$ cat src/rtl/dm_store_unit_pkg.sv
// Shared types and constants for the data-memory store path.
package dm_store_unit_pkg;

    localparam int unsigned DATA_W = 32;
    localparam int unsigned BE_WID = 4;

    localparam logic [BE_WID-1:0] BE_W  = 4'b1111;
    localparam logic [BE_WID-1:0] BE_H0 = 4'b0011;
    localparam logic [BE_WID-1:0] BE_H1 = 4'b1100;
    localparam logic [BE_WID-1:0] BE_B0 = 4'b0001;
    localparam logic [BE_WID-1:0] BE_B1 = 4'b0010;
    localparam logic [BE_WID-1:0] BE_B2 = 4'b0100;
    localparam logic [BE_WID-1:0] BE_B3 = 4'b1000;

    typedef enum logic [1:0] {
        ST_NONE = 2'd0,
        ST_W    = 2'd1,
        ST_H    = 2'd2,
        ST_B    = 2'd3
    } st_op_e;

    typedef struct packed {
        logic [DATA_W-1:0] data;
        logic [BE_WID-1:0] be;
    } st_lane_t;

endpackage

$ cat src/rtl/dm_store_unit_if.sv
// Data-memory write port: head-of-queue request with ack handshake.
interface dm_store_unit_if #(
    parameter int unsigned AW = 32
);
    logic          req;
    logic [AW-1:0] addr;
    logic [31:0]   wdata;
    logic [3:0]    be;
    logic          ack;

    modport master (output req, addr, wdata, be, input ack);
    modport slave  (input req, addr, wdata, be, output ack);
endinterface

$ cat src/rtl/dm_store_unit_store_align.sv
// Store op select, alignment check and lane formatting (combinational).
module dm_store_unit_store_align
    import dm_store_unit_pkg::*;
(
    input  logic        sw,
    input  logic        sh,
    input  logic        sb,
    input  logic [1:0]  addr_lo,
    input  logic [31:0] wdata,
    output logic        legal_c,
    output logic        misalign_c,
    output st_lane_t    lane_c
);

    st_op_e op;

    always_comb begin
        op         = ST_NONE;
        misalign_c = 1'b0;
        lane_c     = '0;
        if (sw)      op = ST_W;
        else if (sh) op = ST_H;
        else if (sb) op = ST_B;

        case (op)
            ST_W: begin
                misalign_c  = (addr_lo != 2'b00);
                lane_c.be   = BE_W;
                lane_c.data = wdata;
            end
            ST_H: begin
                misalign_c  = addr_lo[0];
                lane_c.be   = addr_lo[1] ? BE_H1 : BE_H0;
                lane_c.data = {2{wdata[15:0]}};
            end
            ST_B: begin
                case (addr_lo)
                    2'd0:    lane_c.be = BE_B0;
                    2'd1:    lane_c.be = BE_B1;
                    2'd2:    lane_c.be = BE_B2;
                    default: lane_c.be = BE_B3;
                endcase
                lane_c.data = {4{wdata[7:0]}};
            end
            default: ;
        endcase
        legal_c = (op != ST_NONE) && !misalign_c;
    end

endmodule

$ cat src/rtl/dm_store_unit.sv
// MEM-stage store queue: formats stores, buffers them, drains to DM, flags load hazards.
module dm_store_unit
    import dm_store_unit_pkg::*;
#(
    parameter int unsigned DEPTH = 2,
    parameter int unsigned AW    = 32
) (
    input  logic          clk,
    input  logic          reset,
    input  logic          sw,
    input  logic          sh,
    input  logic          sb,
    input  logic [AW-1:0] addr,
    input  logic [31:0]   wdata,
    output logic          st_stall,
    output logic          st_misalign,
    input  logic          ld_valid,
    input  logic [AW-1:0] ld_addr,
    output logic          ld_conflict,
    dm_store_unit_if.master dm
);

    localparam int unsigned PW = (DEPTH > 1) ? $clog2(DEPTH) : 1;
    localparam int unsigned CW = $clog2(DEPTH + 1);

    logic          legal_c;
    logic          misalign_c;
    st_lane_t      lane_c;

    logic [AW-3:0] waddr_q [DEPTH];
    st_lane_t      lane_q  [DEPTH];
    logic [DEPTH-1:0] valid_q;
    logic [PW-1:0] wptr_q, rptr_q;
    logic [CW-1:0] count_q;
    logic          misalign_q;

    logic do_enq, do_xfer, hit;
    logic unused_ld_lo;

    dm_store_unit_store_align u_store_align (
        .sw         (sw),
        .sh         (sh),
        .sb         (sb),
        .addr_lo    (addr[1:0]),
        .wdata      (wdata),
        .legal_c    (legal_c),
        .misalign_c (misalign_c),
        .lane_c     (lane_c)
    );

    // Full blocks enqueue even when the head drains this cycle; the store retries.
    assign st_stall = (count_q == CW'(DEPTH));
    assign do_enq   = legal_c && !st_stall;
    assign do_xfer  = (count_q != '0) && dm.ack;

    always_ff @(posedge clk) begin
        if (!reset) begin
            for (int i = 0; i < int'(DEPTH); i++) begin
                waddr_q[i] <= '0;
                lane_q[i]  <= '0;
            end
            valid_q    <= '0;
            wptr_q     <= '0;
            rptr_q     <= '0;
            count_q    <= '0;
            misalign_q <= 1'b0;
        end else begin
            misalign_q <= misalign_c;
            if (do_xfer) begin
                valid_q[rptr_q] <= 1'b0;
                rptr_q <= (rptr_q == PW'(DEPTH - 1)) ? '0 : rptr_q + PW'(1);
            end
            if (do_enq) begin
                waddr_q[wptr_q] <= addr[AW-1:2];
                lane_q[wptr_q]  <= lane_c;
                valid_q[wptr_q] <= 1'b1;
                wptr_q <= (wptr_q == PW'(DEPTH - 1)) ? '0 : wptr_q + PW'(1);
            end
            case ({do_enq, do_xfer})
                2'b10:   count_q <= count_q + CW'(1);
                2'b01:   count_q <= count_q - CW'(1);
                default: count_q <= count_q;
            endcase
        end
    end

    assign st_misalign = misalign_q;
    assign dm.req      = (count_q != '0);
    assign dm.addr     = {waddr_q[rptr_q], 2'b00};
    assign dm.wdata    = lane_q[rptr_q].data;
    assign dm.be       = lane_q[rptr_q].be;

    // Word-granular hazard against queued entries only.
    always_comb begin
        hit = 1'b0;
        for (int i = 0; i < int'(DEPTH); i++) begin
            if (valid_q[i] && (waddr_q[i] == ld_addr[AW-1:2])) hit = 1'b1;
        end
    end

    assign ld_conflict  = ld_valid && hit;
    assign unused_ld_lo = ^ld_addr[1:0];

endmodule

$ cat src/flat_wrapper.sv
// flat-port wrapper written by rule: the top's interface ports become plain ports
module dm_store_unit_flat import dm_store_unit_pkg::*;
#(
    parameter int unsigned DEPTH = 2,
    parameter int unsigned AW    = 32
)
  (clk, reset, sw, sh, sb, addr, wdata, st_stall, st_misalign, ld_valid, ld_addr, ld_conflict, dm_req, dm_addr, dm_wdata, dm_be, dm_ack);
  dm_store_unit_if #(.AW(AW)) dm_i ();
  input  logic clk;
  input  logic reset;
  input  logic sw;
  input  logic sh;
  input  logic sb;
  input  logic [AW-1:0] addr;
  input  logic [31:0] wdata;
  output logic st_stall;
  output logic st_misalign;
  input  logic ld_valid;
  input  logic [AW-1:0] ld_addr;
  output logic ld_conflict;
  output wire logic [$bits(dm_i.req)-1:0] dm_req;
  output wire logic [$bits(dm_i.addr)-1:0] dm_addr;
  output wire logic [$bits(dm_i.wdata)-1:0] dm_wdata;
  output wire logic [$bits(dm_i.be)-1:0] dm_be;
  input wire logic [$bits(dm_i.ack)-1:0] dm_ack;
  assign dm_req = dm_i.req;
  assign dm_addr = dm_i.addr;
  assign dm_wdata = dm_i.wdata;
  assign dm_be = dm_i.be;
  assign dm_i.ack = dm_ack;
  dm_store_unit #(.DEPTH(DEPTH), .AW(AW)) u_core (.clk(clk), .reset(reset), .sw(sw), .sh(sh), .sb(sb), .addr(addr), .wdata(wdata), .st_stall(st_stall), .st_misalign(st_misalign), .ld_valid(ld_valid), .ld_addr(ld_addr), .ld_conflict(ld_conflict), .dm(dm_i));
endmodule
$ cat config.mk
export PLATFORM = sky130hd
export DESIGN_NAME = dm_store_unit_flat
export DESIGN_NICKNAME = d
export VERILOG_FILES = /design/src/rtl/dm_store_unit_pkg.sv /design/src/rtl/dm_store_unit_if.sv /design/src/rtl/dm_store_unit_store_align.sv /design/src/rtl/dm_store_unit.sv /design/src/flat_wrapper.sv
export SDC_FILE = /design/constraint.sdc
export NUM_CORES = 1
export LEC_CHECK = 0
export CAP_MARGIN = 30
export CORE_MARGIN = 4
export CORE_UTILIZATION = 45
export CTS_CLUSTER_DIAMETER = 100
export DETAILED_ROUTE_END_ITERATION = 6
export GPL_ROUTABILITY_DRIVEN = 0
export HOLD_SLACK_MARGIN = 0.05
export PLACE_DENSITY = 0.83
export SLEW_MARGIN = 10
export SYNTH_ARGS = -nofsm -noshare
export SYNTH_HDL_FRONTEND = slang
export SYNTH_SLANG_ARGS = --single-unit
export TNS_END_PERCENT = 50
$ cat constraint.sdc
create_clock -name clk -period 6.9 [get_ports clk]
set_clock_uncertainty 0.1 [all_clocks]
set_input_delay 0.69 -clock clk [delete_from_list [all_inputs] [get_ports clk]]
set_output_delay 0.69 -clock clk [all_outputs]
set_load 0.02 [all_outputs]
==> Word level (Yosys, flattened, before mapping) <==
Memories as Yosys holds them, arrays and structs flattened. A register that Yosys moved wholly into a read port is not among the register bits.
Cells that the tools add are included.
{ "totals": {"in_bits": 103, "mem_count": 2, "out_inout_bits": 72, "ramBits": 132, "regBits": 7, "elab_cells": 78} }
{ "op_classes": {"n_lt_le_gt_ge": 4, "eq_ne": 10, "n_reduce_logical": 17, "bitwise_logic": 3, "n_mux": 33, "n_addsub": 4} }
{ "mem_list": {"columns": ["memory", "depth", "width", "rd", "rd_ports_with_merged_regs", "wr", "line_no", "source"], "rows": [
  ["u_core.lane_q", 2, 36, 1, 1, 2, "dm_store_unit.sv:31", "st_lane_t lane_q [DEPTH];"],
  ["u_core.waddr_q", 2, 30, 3, 1, 2, "dm_store_unit.sv:30", "logic [AW-3:0] waddr_q [DEPTH];"]
]} }
{ "op_table": {"columns": ["op", "count"], "rows": [
  ["36-bit case mux with 3 select lines", 1],
  ["30-bit == test", 2],
  ["36-bit 2-to-1 mux", 1],
  ["36-bit OR reduction", 1],
  ["30-bit 2-to-1 mux", 1],
  ["30-bit OR reduction", 1],
  ["1-bit 2-to-1 mux", 18],
  ["2-bit 2-to-1 mux", 6],
  ["4-bit case mux with 3 select lines", 1],
  ["2-bit == test, second input constant", 5],
  ["1-bit logical AND", 8],
  ["2-bit nonzero test", 4],
  ["2-bit by 1-bit == test with 1-bit output, second input constant", 3],
  ["1-bit by 2-bit < comparator with 1-bit output, second input constant", 2],
  ["4-bit 2-to-1 mux", 1],
  ["2-bit case mux with 2 select lines", 1],
  ["1-bit adder, second input constant", 2],
  ["2-bit by 1-bit adder with 2-bit output, second input constant", 1],
  ["2-bit AND", 1],
  ["1-bit demux with 1-bit select", 2],
  ["1-bit greater-or-equal comparator, second input constant", 2],
  ["1-bit logical NOT", 2],
  ["2-bit logical NOT", 1],
  ["2-bit NOT", 1],
  ["other kinds (3)", 3]
]} }

==> Depth between registers and ports, before layout <==
{ "depth": {"depth_word": 13, "mapped_depth": 10, "mapped_depth_nobuf": 10} }

==> Cells and area by module <==
Synthesis repeated with hierarchy kept, for this count alone.
{ "hier_totals": {"cells_unflattened": 565, "area_unflattened_um2": 7337.0} }
{ "by_module_without_submodules": {"columns": ["mod", "area_each_um2", "cells_per_inst", "instances", "seq_area_each_um2"], "rows": [
  ["dm_store_unit", 6746.5, 472, 1, 4124.0],
  ["dm_store_unit_store_align", 590.6, 93, 1, 0.0]
]} }

==> Least setup slack after synthesis <==
OpenSTA, ideal clock, no wires.
{ "synth_timing": {"kind": "input to register", "startpoint": "in sw", "endpoint": "mem u_core.lane_q[0][0] (netlist name) (enable)", "stages": 7, "setup_time_ns": 0.581, "required_time_ns": 6.219, "path_slack_ns": -0.067, "t_arrival_ns": 6.286, "path_buffers": 1, "path_cell_list": "buf_6 > nor2_1 > inv_1 > ha_1 > nor2_1 > or2b_1 > o21ai_0"} }
{ "synth_rtl": {"columns": ["element", "line_no", "source"], "rows": [
  ["start, declared", "flat_wrapper.sv:11", "input logic sw;"],
  ["end, declared", "dm_store_unit.sv:31", null]
]} }

==> Worst setup path after layout <==
{ "layout_timing": {"startpoint": "in ld_addr[26]", "endpoint": "out ld_conflict"} }
{ "layout_between": {"elab_chain_cells": 5} }
{ "layout_lines": {"columns": ["element", "line_no", "source"], "rows": [
  ["start, declared", "flat_wrapper.sv:19", "input logic [AW-1:0] ld_addr;"],
  ["30-bit == test", "dm_store_unit.sv:97", "if (valid_q[i] && (waddr_q[i] == ld_addr[AW-1:2])) hit = 1'b1;"],
  ["1-bit logical AND", "dm_store_unit.sv:97", null],
  ["1-bit 2-to-1 mux", "dm_store_unit.sv:97", null],
  ["1-bit 2-to-1 mux *", "dm_store_unit.sv:97", null],
  ["1-bit logical AND *", "dm_store_unit.sv:101", "assign ld_conflict = ld_valid && hit;"],
  ["end, declared", "flat_wrapper.sv:20", "output logic ld_conflict;"]
]} }
Every way passes the cells marked *; elsewhere a longest branch is shown, timed or not.

==> impl_results.md <==
* Average routed wire per standard cell at about 19 um
* Nets at 821
* Synth Flop Type: edfxtp_1
* Slew @ Worst Pin at 990 ps
* Post-CTS Resized at 0
* IO Port Bufs at 170
* # IOs at between 150 and 200
* Post-route cell area at roughly 9400 um^2
* Critical Path Fanout Max at 2
* Final hold vios at 0
* Cell accounting for the most synthesized area: edfxtp_1
* Type of origin of the critical path: input port
* Adder-cell share of the synthesized area at less than 1%
* RSZ-0062 raised after global routing: no
* Post-Syn Area at 6990 um^2
* Reg2Reg Setup Slack at between 4000 and 5000 ps
* H-tree level count at 4
* CTS tree: yes
* Number of synthesized flops with an enable pin at between 100 and 150
* Clock Latency Late Sink at 410 ps
* XOR/XNOR Fraction of Synth Area at 8.02%
* Seq cells post-synth at 140
* Initial Utilization at between 40% and 50%
* DRT Pass-1 Iters at 5
* Post-CTS Hold Buffers at 0
* Grt ovf at 0
* Setup crit end kind: primary output
* Minimum clock period at ~3800 ps
* Die area at 17600 um^2
* Mux share of post-synthesis cell area at about a tenth
* Area grow syn2layout at 34.9%
* Setup bufs post-CTS at 0
* Vias in the first global route at about 5300
* Setup CP Type: in -> out
* PwrDens at approximately 350 nW/um^2
* Floorplan core area at between 15000 and 20000 um^2
* Crit path DAT at roughly 3000 ps
* YS warnings at 0
* Setup TNS at 0 ps
* Sw power at ~1.0 mW
* Diodes inserted at 0
* Max-capacitance violation count at 0
* FMAX at about 260 MHz
* Synthesized area per cell at 12.9 um^2
* Clock share of power at between 20% and 30%
* Combinational share of power at a little over a third
* Routed WL at roughly 18000 um
* DRT iter0 DRCs at 358
* Worst-path clk slew at about 60 ps
* Largest net degree at the start of global routing at 37
* DR vias at ~4900
* Routed Antenna Nets at 0
* # rows at between 40 and 50
* Dpl ws at between 2000 and 3000 ps
* Slew margin rel. at between 30% and 40%
* Setup Viol. Count Final at 0
* First-pass GRT wire length at roughly 28000 um
* Post-DP HPWL at 12700 um
* Compound-Gate Fraction of Synth Area at 4.53%
* Final Max Slew Viols at 0
* Die height at between 100 and 150 um
* Sequential share of the synthesized area at about three fifths
* Gr usage total at 20.5%
* Syn Inst Count at around 540
* WP data required at 6110 ps
* Top-area cell type share of the netlist area at 56.7%
* CTS Sinks at 140
* P_leak at about 3.5 nW
* Synth Area in Simple Gates at 14.7%
* Total CTS buffers at 17
* Most frequent cells in the layout: 170 x clkdlybuf4s50_1, 132 x edfxtp_1, 77 x and2_1
* Root Buffer: clkbuf_16
* Final period utilization at ~55%
* Top cells by area, synth: edfxtp_1 57%, mux2_2 11%, and2_1 6.9%
* Combinational family with the most area after synthesis: simple AND/OR/NAND/NOR gates
* Overall Power at between 3 and 4 mW
* Ys async rst share at 0%
* Setup ws final at just over 3000 ps
* Sequential share of power at a little under two fifths
* Clk buf depth at 2
* Pint at roughly 2.3 mW
* Avg Vias per Cell at approximately 5.4
* Worst VDD drop at 0.180 mV
* Yosys cell types at between 40 and 50
* DRC violations left at 0
* Fin util at between 60% and 70%
* Worst hold path type: reg -> reg
* Most common cell after layout, fill and taps aside: clkdlybuf4s50_1
* Placement Cell Area at around 8900 um^2
* Initial antenna violation count at 0
* Die Wd at about 130 um
* Run status: completed
* Sw frac at 31.3%
* Share of layout cells above drive strength 1 at between 10% and 20%
flip-flops by register name, summed over array words and instances, names as in the netlist, named ones only:
| register | cells |
|---|---|
| u_core.lane_q | 72 |
| u_core.waddr_q | 60 |
| u_core.count_q | 2 |
| u_core.valid_q | 2 |
| u_core.rptr_q | 1 |
| u_core.st_misalign | 1 |
| u_core.wptr_q | 1 |
cell usage after synthesis, types with 3 or more instances:
cell type	n
ha_1	4
clkbuf_1	15
buf_2	5
mux2_2	66
edfxtp_1	132
inv_1	6
nor4_1	8
a22o_1	6
a22oi_1	16
xnor2_1	41
and2_1	77
nand4_1	12
dfxtp_1	8
xor2_1	23
nor2b_1	7
nor2_1	64
a21oi_1	15
nand2_1	8
buf_6	3
worst paths after layout:
check                          from                   to  cells past startpoint
hold / removal    u_core.valid_q[1]    u_core.valid_q[1]                      2
setup / recovery        ld_addr[26]          ld_conflict                      7
hold reg to reg   u_core.valid_q[1]    u_core.valid_q[1]                      2
setup reg to reg  u_core.count_q[0]  u_core.lane_q[0][1]                      5
cells by family (layout without fill, tap and decap cells):
family,after synthesis,count (layout)
AOI/OAI and AO/OA,46,46
buffers and inverters,33,217
xor gates and xnor gates,64,64
DFF,140,140
and+or+nand+nor,188,188
other,1,2
muxes,66,66
adders and majority gates,4,4
final cells by class:
cell class | instances | area, um^2
clock buffer | 21 | 440
clock inverter | 11 | 101
fill | 1126 | 5770
inverter | 7 | 26.3
multi-input combinational | 370 | 2720
sequential | 140 | 4130
tap | 188 | 235
timing repair buffer | 178 | 1780
critical path, cell delays in order:
cell and delay (ps):
clkdlybuf4s50_1 470, xnor2_1 270, nand4_1 190, nor4_1 420
nand4_1 150, a21boi_0 190, clkdlybuf4s50_1 620
power groups by stage:
stage	Sequential (mW)	Combinational (mW)	Clock, mW
floorplan	1.23	0.721	0
global placement	1.26	1.20	0
detailed placement	1.28	1.22	0
CTS	1.26	1.23	0.855
global route	1.28	1.29	0.895
finish	1.26	1.21	0.840
layer usage:
metal  global-route usage (%)  vias to the layer above  share of wire, %
met2                     33.9                      259                49
met1                     25.4                     2356                40
met4                     8.26                        0               2.6
met3                     5.67                       27               8.6
li1                         -                     2278                 -
met5                        0                        -                 0
through the flow:
step | hold slack (ps) | std cells
after floorplan | 347 | 543
after global placement | 376 | 881
after detailed placement | 396 | 882
after CTS | 406 | 914
after global routing | 428 | 915
final | 399 | 915
Note: power is estimated with default switching activity, not from simulation.
